File: config.mk
export PLATFORM = sky130hd
export DESIGN_NAME = uart_mmio
export DESIGN_NICKNAME = d
export VERILOG_FILES = /design/src/rtl/uart_mmio_pkg.sv /design/src/rtl/sync_fifo.sv /design/src/rtl/uart_mmio.sv
export SDC_FILE = /design/constraint.sdc
export NUM_CORES = 1
export LEC_CHECK = 0
export BUFFER_PORTS_ARGS = -buffer_cell sky130_fd_sc_hd__buf_2
export CAP_MARGIN = 20
export CORE_UTILIZATION = 30
export DETAILED_ROUTE_END_ITERATION = 8
export HOLD_SLACK_MARGIN = 0.03
export SYNTH_ARGS = -nofsm -noshare
export SYNTH_HDL_FRONTEND = slang
export SYNTH_SLANG_ARGS = --single-unit
File: constraint.sdc
create_clock -name CLK -period 4.5 [get_ports CLK]
set_input_delay 1.125 -clock CLK [delete_from_list [all_inputs] [get_ports CLK]]
set_output_delay 1.125 -clock CLK [all_outputs]
set_load 0.01 [all_outputs]
File: src/rtl/uart_mmio_pkg.sv
// Shared constants and types for the UART memory-mapped front end:
// register offsets, STATUS bit positions and the TX drain state encoding.
package uart_mmio_pkg;

  localparam logic [3:0] ADDR_DATA   = 4'h0;
  localparam logic [3:0] ADDR_STATUS = 4'h4;
  localparam logic [3:0] ADDR_CTRL   = 4'h8;

  localparam int ST_TX_FULL    = 0;
  localparam int ST_TX_EMPTY   = 1;
  localparam int ST_RX_EMPTY   = 2;
  localparam int ST_RX_FULL    = 3;
  localparam int ST_RX_OVERRUN = 4;
  localparam int ST_TX_DROP    = 5;
  localparam int ST_TX_ACTIVE  = 6;
  localparam int ST_RX_CNT_LSB = 8;
  localparam int ST_TX_CNT_LSB = 16;

  // DATA read value when the RX FIFO has nothing to give
  localparam logic [31:0] RDATA_RX_EMPTY = 32'h0000_0100;

  typedef enum logic [1:0] {
    D_IDLE = 2'd0,
    D_REQ  = 2'd1,
    D_WAIT = 2'd2
  } drain_state_t;

  function automatic logic [1:0] reg_sel(input logic [3:0] offset);
    return offset[3:2];
  endfunction

endpackage

File: src/rtl/sync_fifo.sv
// Clock-enabled synchronous FIFO; a push into a full FIFO is accepted only
// when a pop happens in the same enabled cycle.
module sync_fifo #(
  parameter int WIDTH = 8,
  parameter int DEPTH = 16,
  localparam int AW = $clog2(DEPTH),
  localparam int CW = AW + 1
) (
  input  logic             CLK,
  input  logic             RST,
  input  logic             ce_i,
  input  logic             push_i,
  input  logic             pop_i,
  input  logic [WIDTH-1:0] din_i,
  output logic [WIDTH-1:0] dout_o,
  output logic             full_o,
  output logic             empty_o,
  output logic [CW-1:0]    count_o
);

  logic [WIDTH-1:0] mem_q [DEPTH];
  logic [AW-1:0]    wr_ptr_q, wr_ptr_d;
  logic [AW-1:0]    rd_ptr_q, rd_ptr_d;
  logic [CW-1:0]    count_q, count_d;
  logic             do_push, do_pop;

  assign full_o  = (count_q == CW'(DEPTH));
  assign empty_o = (count_q == '0);
  assign count_o = count_q;
  assign dout_o  = mem_q[rd_ptr_q];

  assign do_pop  = pop_i & ~empty_o;
  assign do_push = push_i & (~full_o | do_pop);

  always_comb begin
    wr_ptr_d = wr_ptr_q;
    rd_ptr_d = rd_ptr_q;
    count_d  = count_q;
    if (do_push) wr_ptr_d = wr_ptr_q + AW'(1);
    if (do_pop)  rd_ptr_d = rd_ptr_q + AW'(1);
    case ({do_push, do_pop})
      2'b10:   count_d = count_q + CW'(1);
      2'b01:   count_d = count_q - CW'(1);
      default: count_d = count_q;
    endcase
  end

  always_ff @(posedge CLK) begin
    if (RST) begin
      wr_ptr_q <= '0;
      rd_ptr_q <= '0;
      count_q  <= '0;
    end else if (ce_i) begin
      wr_ptr_q <= wr_ptr_d;
      rd_ptr_q <= rd_ptr_d;
      count_q  <= count_d;
    end
  end

  always_ff @(posedge CLK) begin
    if (ce_i && do_push) mem_q[wr_ptr_q] <= din_i;
  end

endmodule

File: src/rtl/uart_mmio.sv
// MMIO front end for the byte UART: TX/RX FIFOs, status, sticky errors.
// Define UART_MMIO_IRQ_EN to build the CTRL register and the level interrupt.
module uart_mmio
  import uart_mmio_pkg::*;
#(
  parameter int TX_DEPTH = 16,
  parameter int RX_DEPTH = 16
) (
  input  logic        CLK,
  input  logic        RST,
  input  logic        ce_i,
  input  logic [3:0]  addr_i,
  input  logic        wr_en_i,
  input  logic        rd_en_i,
  input  logic [31:0] wdata_i,
  output logic [31:0] rdata_o,
  output logic [7:0]  tx_byte_o,
  output logic        tx_start_o,
  input  logic        tx_busy_i,
  input  logic [7:0]  rx_byte_i,
  input  logic        rx_valid_i,
  output logic        irq_o
);

  localparam int TX_CW = $clog2(TX_DEPTH) + 1;
  localparam int RX_CW = $clog2(RX_DEPTH) + 1;

  logic             wr_cyc, rd_cyc;
  logic             sel_data, sel_status, sel_ctrl;
  logic             tx_push, tx_pop, tx_full, tx_empty;
  logic [7:0]       tx_head;
  logic [TX_CW-1:0] tx_count;
  logic             rx_push, rx_pop, rx_full, rx_empty;
  logic [7:0]       rx_head;
  logic [RX_CW-1:0] rx_count;
  logic [31:0]      status_w, ctrl_rd;
  logic             unused_bits;

  logic [31:0]  rdata_q, rdata_d;
  logic         rx_valid_q, rx_valid_d;
  logic         rx_ovr_q, rx_ovr_d;
  logic         tx_drop_q, tx_drop_d;
  drain_state_t state_q, state_d;
  logic [7:0]   tx_byte_q, tx_byte_d;
  logic         tx_start_q, tx_start_d;

  // a simultaneous write wins over the read
  assign wr_cyc     = ce_i & wr_en_i;
  assign rd_cyc     = ce_i & rd_en_i & ~wr_en_i;
  assign sel_data   = (addr_i[3:2] == reg_sel(ADDR_DATA));
  assign sel_status = (addr_i[3:2] == reg_sel(ADDR_STATUS));
  assign sel_ctrl   = (addr_i[3:2] == reg_sel(ADDR_CTRL));
  assign unused_bits = ^{wdata_i[31:8], addr_i[1:0]};

  assign tx_push = wr_cyc & sel_data;
  assign rx_push = ce_i & rx_valid_i & ~rx_valid_q;
  assign rx_pop  = rd_cyc & sel_data & ~rx_empty;

  sync_fifo #(.WIDTH(8), .DEPTH(TX_DEPTH)) u_tx_fifo (
    .CLK     (CLK),
    .RST     (RST),
    .ce_i    (ce_i),
    .push_i  (tx_push),
    .pop_i   (tx_pop),
    .din_i   (wdata_i[7:0]),
    .dout_o  (tx_head),
    .full_o  (tx_full),
    .empty_o (tx_empty),
    .count_o (tx_count)
  );

  sync_fifo #(.WIDTH(8), .DEPTH(RX_DEPTH)) u_rx_fifo (
    .CLK     (CLK),
    .RST     (RST),
    .ce_i    (ce_i),
    .push_i  (rx_push),
    .pop_i   (rx_pop),
    .din_i   (rx_byte_i),
    .dout_o  (rx_head),
    .full_o  (rx_full),
    .empty_o (rx_empty),
    .count_o (rx_count)
  );

  always_comb begin
    status_w = '0;
    status_w[ST_TX_FULL]    = tx_full;
    status_w[ST_TX_EMPTY]   = tx_empty;
    status_w[ST_RX_EMPTY]   = rx_empty;
    status_w[ST_RX_FULL]    = rx_full;
    status_w[ST_RX_OVERRUN] = rx_ovr_q;
    status_w[ST_TX_DROP]    = tx_drop_q;
    status_w[ST_TX_ACTIVE]  = ~tx_empty | (state_q != D_IDLE);
    status_w[ST_RX_CNT_LSB +: 8] = 8'(rx_count);
    status_w[ST_TX_CNT_LSB +: 8] = 8'(tx_count);
  end

  // error flags: write-1-to-clear, but a fresh event in the same cycle wins
  always_comb begin
    rx_valid_d = rx_valid_i;
    rx_ovr_d   = rx_ovr_q;
    tx_drop_d  = tx_drop_q;
    if (wr_cyc && sel_status && wdata_i[ST_RX_OVERRUN]) rx_ovr_d = 1'b0;
    if (wr_cyc && sel_status && wdata_i[ST_TX_DROP])    tx_drop_d = 1'b0;
    if (rx_push && rx_full && !rx_pop) rx_ovr_d = 1'b1;
    if (tx_push && tx_full && !tx_pop) tx_drop_d = 1'b1;

    rdata_d = rdata_q;
    if (rd_cyc) begin
      if (sel_data)        rdata_d = rx_empty ? RDATA_RX_EMPTY : {24'd0, rx_head};
      else if (sel_status) rdata_d = status_w;
      else if (sel_ctrl)   rdata_d = ctrl_rd;
      else                 rdata_d = '0;
    end
  end

  always_ff @(posedge CLK) begin
    if (RST) begin
      rdata_q    <= '0;
      rx_valid_q <= 1'b0;
      rx_ovr_q   <= 1'b0;
      tx_drop_q  <= 1'b0;
    end else if (ce_i) begin
      rdata_q    <= rdata_d;
      rx_valid_q <= rx_valid_d;
      rx_ovr_q   <= rx_ovr_d;
      tx_drop_q  <= tx_drop_d;
    end
  end

  assign rdata_o = rdata_q;

  // Drain FSM
  // state  | meaning
  // D_IDLE | nothing in flight; pops the TX head as soon as one exists
  // D_REQ  | tx_start held with tx_byte until the UART raises tx_busy
  // D_WAIT | frame in progress; waits for tx_busy to fall
  always_ff @(posedge CLK) begin
    if (RST) begin
      state_q    <= D_IDLE;
      tx_byte_q  <= '0;
      tx_start_q <= 1'b0;
    end else if (ce_i) begin
      state_q    <= state_d;
      tx_byte_q  <= tx_byte_d;
      tx_start_q <= tx_start_d;
    end
  end

  always_comb begin
    state_d = state_q;
    case (state_q)
      D_IDLE:  if (!tx_empty) state_d = D_REQ;
      D_REQ:   if (tx_busy_i) state_d = D_WAIT;
      D_WAIT:  if (!tx_busy_i) state_d = D_IDLE;
      default: state_d = D_IDLE;
    endcase
  end

  always_comb begin
    tx_pop     = 1'b0;
    tx_byte_d  = tx_byte_q;
    tx_start_d = tx_start_q;
    case (state_q)
      D_IDLE: begin
        if (!tx_empty) begin
          tx_pop     = 1'b1;
          tx_byte_d  = tx_head;
          tx_start_d = 1'b1;
        end
      end
      D_REQ:   if (tx_busy_i) tx_start_d = 1'b0;
      default: tx_start_d = 1'b0;
    endcase
  end

  assign tx_byte_o  = tx_byte_q;
  assign tx_start_o = tx_start_q;

`ifdef UART_MMIO_IRQ_EN
  logic [2:0] ctrl_q, ctrl_d;
  logic       irq_q, irq_d;

  always_comb begin
    ctrl_d = ctrl_q;
    if (wr_cyc && sel_ctrl) ctrl_d = wdata_i[2:0];
    irq_d = (ctrl_q[0] & ~rx_empty) | (ctrl_q[1] & tx_empty) |
            (ctrl_q[2] & (rx_ovr_q | tx_drop_q));
  end

  always_ff @(posedge CLK) begin
    if (RST) begin
      ctrl_q <= '0;
      irq_q  <= 1'b0;
    end else if (ce_i) begin
      ctrl_q <= ctrl_d;
      irq_q  <= irq_d;
    end
  end

  assign ctrl_rd = {29'd0, ctrl_q};
  assign irq_o   = irq_q;
`else
  assign ctrl_rd = '0;
  assign irq_o   = 1'b0;
`endif

endmodule

==> flow_summary.ini <==
[run]
maxCapViolations = 0

[clock_tree]
path_clk_slew_ns = 0.06
cts_setup_buffers = 0
cts-root-buf = clkbuf_16
ctsHoldBuffers = 0
cts-resized-gates = 0
cts_buffer_depth = 3
cts_buffers = 34
cts_tree = built
cts.sinks = 318
worst_skew_pair.late_latency_ns = 0.52
h-tree-depth = 2

[placement]
hpwlAfterDp_mm = 17.5
portBuffers = 51
gp_congestion = 0.767
post_dp_cell_area_um2 = 13700

[floorplanning]
ios = 93
start_util_pct = 30.5
num_rows = 75
die_x_um = 209
die_y_um = 209
core-area_um2 = 42000
dieArea_um2 = 43600

[sta]
slew_headroom_pct = 30.0
worst_pin_slew_ns = 1.05
hold_violations = 0
finalMaxSlewViolations = 0
final.setup.tns_ns = 0
skew_ns = 0.0194
fmax_ghz = 0.291
timing.final.crit_share_pct = 76.3
final-setup-viol-count = 0
rsz0062_at_grt = false
period_minus_slack_ns = 3.44

[yosys]
yosysTopAreaCellShare_pct = 59.9
ys_ff_latch = 318
synth-seq-area-share_pct = 69.6
synth-edff-count = 256
syn_area_per_cell_um2 = 16.8
yosys-top-cells-area = edfxtp_1, mux4_2, dfxtp_1, nor2_1, mux2i_1
ys_warn_count = 0
netlist_area_um2 = 12800
synth_common_cells = edfxtp_1, nor2_1, mux4_2, dfxtp_1, mux2i_1
synth.most_common_cell = edfxtp_1
synthCells = 764
ys_async_sr_fraction_pct = 0
ys.flop_type = edfxtp_1
post-synth-top-area-cell = edfxtp_1
synth_cell_type_count = 57

[setup_path]
cp_data_required_time_ns = 4.90
end_kind = flop
r2r-start = u_rx_fifo.count_o[0]
r2r-end = u_rx_fifo.count_o[4]
r2r_slack_ns = 1.35
worstPathArrival_ns = 3.84
worst-r2r-cell-count = 12
crit_fanout = 6
crit_type = in2reg
cp-start-kind = input port

[drt]
drt-wirelength-per-cell_um = 19.5
drt-vias-per-instance = 4.84
drt-total-wl_mm = 27.2
firstDrtPassIters = 6
drt_iter0_markers = 487
vias = 6766
drc_errors = 0
ant_nets = 0

[grt]
antenna_found_initial = 1
grt_pass1_wl_mm = 41.1
grt_usage_pct = 12.5
grt_pass1_vias = 6793
grt_overflow = 0
grt_max_degree = 54

[hold_path]
min_to = rx_valid_q
worstHoldPathCells = 2
hold_class = reg2reg
holdCritStartpoint = rx_valid_q

[cells_and_area]
nets = 903
drive_gt1_share_pct = 24.0
antenna_cells = 0
final_util_pct = 35.2
syn2layout_area_growth_pct = 15.4
final_area_um2 = 14800

[power_and_ir_drop]
p_per_area_nw_per_um2 = 420
ir_drop_uv = 339
p_leak_nw = 4.77

[run_status]
status = finished, final reports clean
-- worst max-delay path by stage --
stage,start,endpoint
after CTS,addr_i[2],u_rx_fifo.count_o[4]
after detailed placement,addr_i[2],u_rx_fifo.count_o[4]
final,addr_i[3],u_rx_fifo.count_o[4]
after floorplan,addr_i[2],u_rx_fifo.count_o[4]
after global placement,addr_i[2],u_rx_fifo.count_o[4]
after global routing,addr_i[3],u_rx_fifo.count_o[4]
-- area by class of cell --
cell class | instances | area (um2)
fill | 3945 | 27200
sequential | 318 | 8930
multi-input combinational | 390 | 3580
clock buffer | 45 | 953
tap | 539 | 674
timing repair buffer | 77 | 463
clock inverter | 17 | 158
inverter | 13 | 48.8
-- metal layers --
| layer | global-route usage, % | share of wire (%) |
|---|---|---|
| met2 | 20.6 | 49 |
| met5 | 0 | 0.044 |
| met1 | 16.4 | 43 |
| met4 | 4.11 | 2.3 |
| met3 | 2.65 | 6.1 |
-- flip-flops by register name, summed over array words and instances, names as in the netlist, named ones only --
signal,count
u_rx_fifo.wr_ptr_q,4
u_rx_fifo.count_o,5
u_tx_fifo.rd_ptr_q,4
u_tx_fifo.mem_q,128
rdata_o,18
rx_ovr_q,1
tx_start_o,1
u_tx_fifo.count_o,5
u_rx_fifo.mem_q,128
u_tx_fifo.wr_ptr_q,4
rx_valid_q,1
tx_drop_q,1
u_rx_fifo.rd_ptr_q,4
tx_byte_o,8
state_q,2
-- metrics by stage --
stage / total power [mW] / hold slack [ns] / std cells / worst slack, ns
after floorplan: 3.46 / 0.437 / 778 / 0.837
after global placement: 3.54 / 0.445 / 1335 / 0.561
after detailed placement: 3.55 / 0.452 / 1335 / 0.501
after CTS: 6.29 / 0.460 / 1397 / 1.04
after global routing: 6.44 / 0.501 / 1399 / 0.889
final: 6.23 / 0.460 / 1399 / 1.06
-- cells by family (layout without fill, tap and decap cells) --
kind of cell               Yosys count  after routing  share of synthesized area [%]
DFF                                318            318                           69.6
and+or+nand+nor                    171            171                           6.34
muxes                               97             97                           13.9
buffers and inverters               70            152                           2.90
AOI/OAI and AO/OA                   68             68                           4.04
xor gates and xnor gates            21             21                           1.43
adders and majority gates           18             18                           1.81
other                                1             15                         0.0292
-- layout by cell type, fill, tap and decap left out, types with 4 or more instances in the layout --
cell type | synthesis | layout
a21oi_1 | 15 | 15
a22oi_1 | 14 | 14
buf_2 | 15 | 51
buf_4 | 17 | 25
clkbuf_1 | 21 | 6
clkbuf_16 | 0 | 35
clkbuf_8 | 0 | 4
clkinv_1 | 2 | 6
clkinv_2 | 0 | 7
conb_1 | 1 | 15
dfxtp_1 | 62 | 60
edfxtp_1 | 256 | 256
ha_1 | 17 | 17
inv_1 | 11 | 11
mux2_2 | 5 | 5
mux2i_1 | 28 | 28
mux4_2 | 64 | 64
nand2_1 | 21 | 21
nand2b_1 | 6 | 6
nand3_1 | 20 | 20
nand3b_1 | 5 | 5
nor2_1 | 81 | 81
nor2b_1 | 5 | 5
nor3_1 | 11 | 11
o21ai_0 | 8 | 8
o221ai_1 | 11 | 11
or3_1 | 5 | 5
xnor2_1 | 10 | 10
xor2_1 | 11 | 11
-- worst max-delay path: stages --
cell and delay [ns]:
buf_2 0.14, or2_1 0.32, o211ai_1 0.32, and2_1 0.30
inv_1 0.07, ha_1 0.26, ha_1 0.34, nor2b_1 0.15
o21a_1 0.18, o21ai_0 0.13, and3b_1 0.18, mux2_2 0.32
-- power breakdown --
part | leakage (nW) | switching, mW | internal, mW
clock network | 0.543 | 1.13 | 1.62
logic | 1.43 | 0.166 | 0.0901
registers | 2.80 | 0.0281 | 3.20
total | 4.77 | 1.32 | 4.91
No activity file was read; power rests on OpenSTA's default activity.
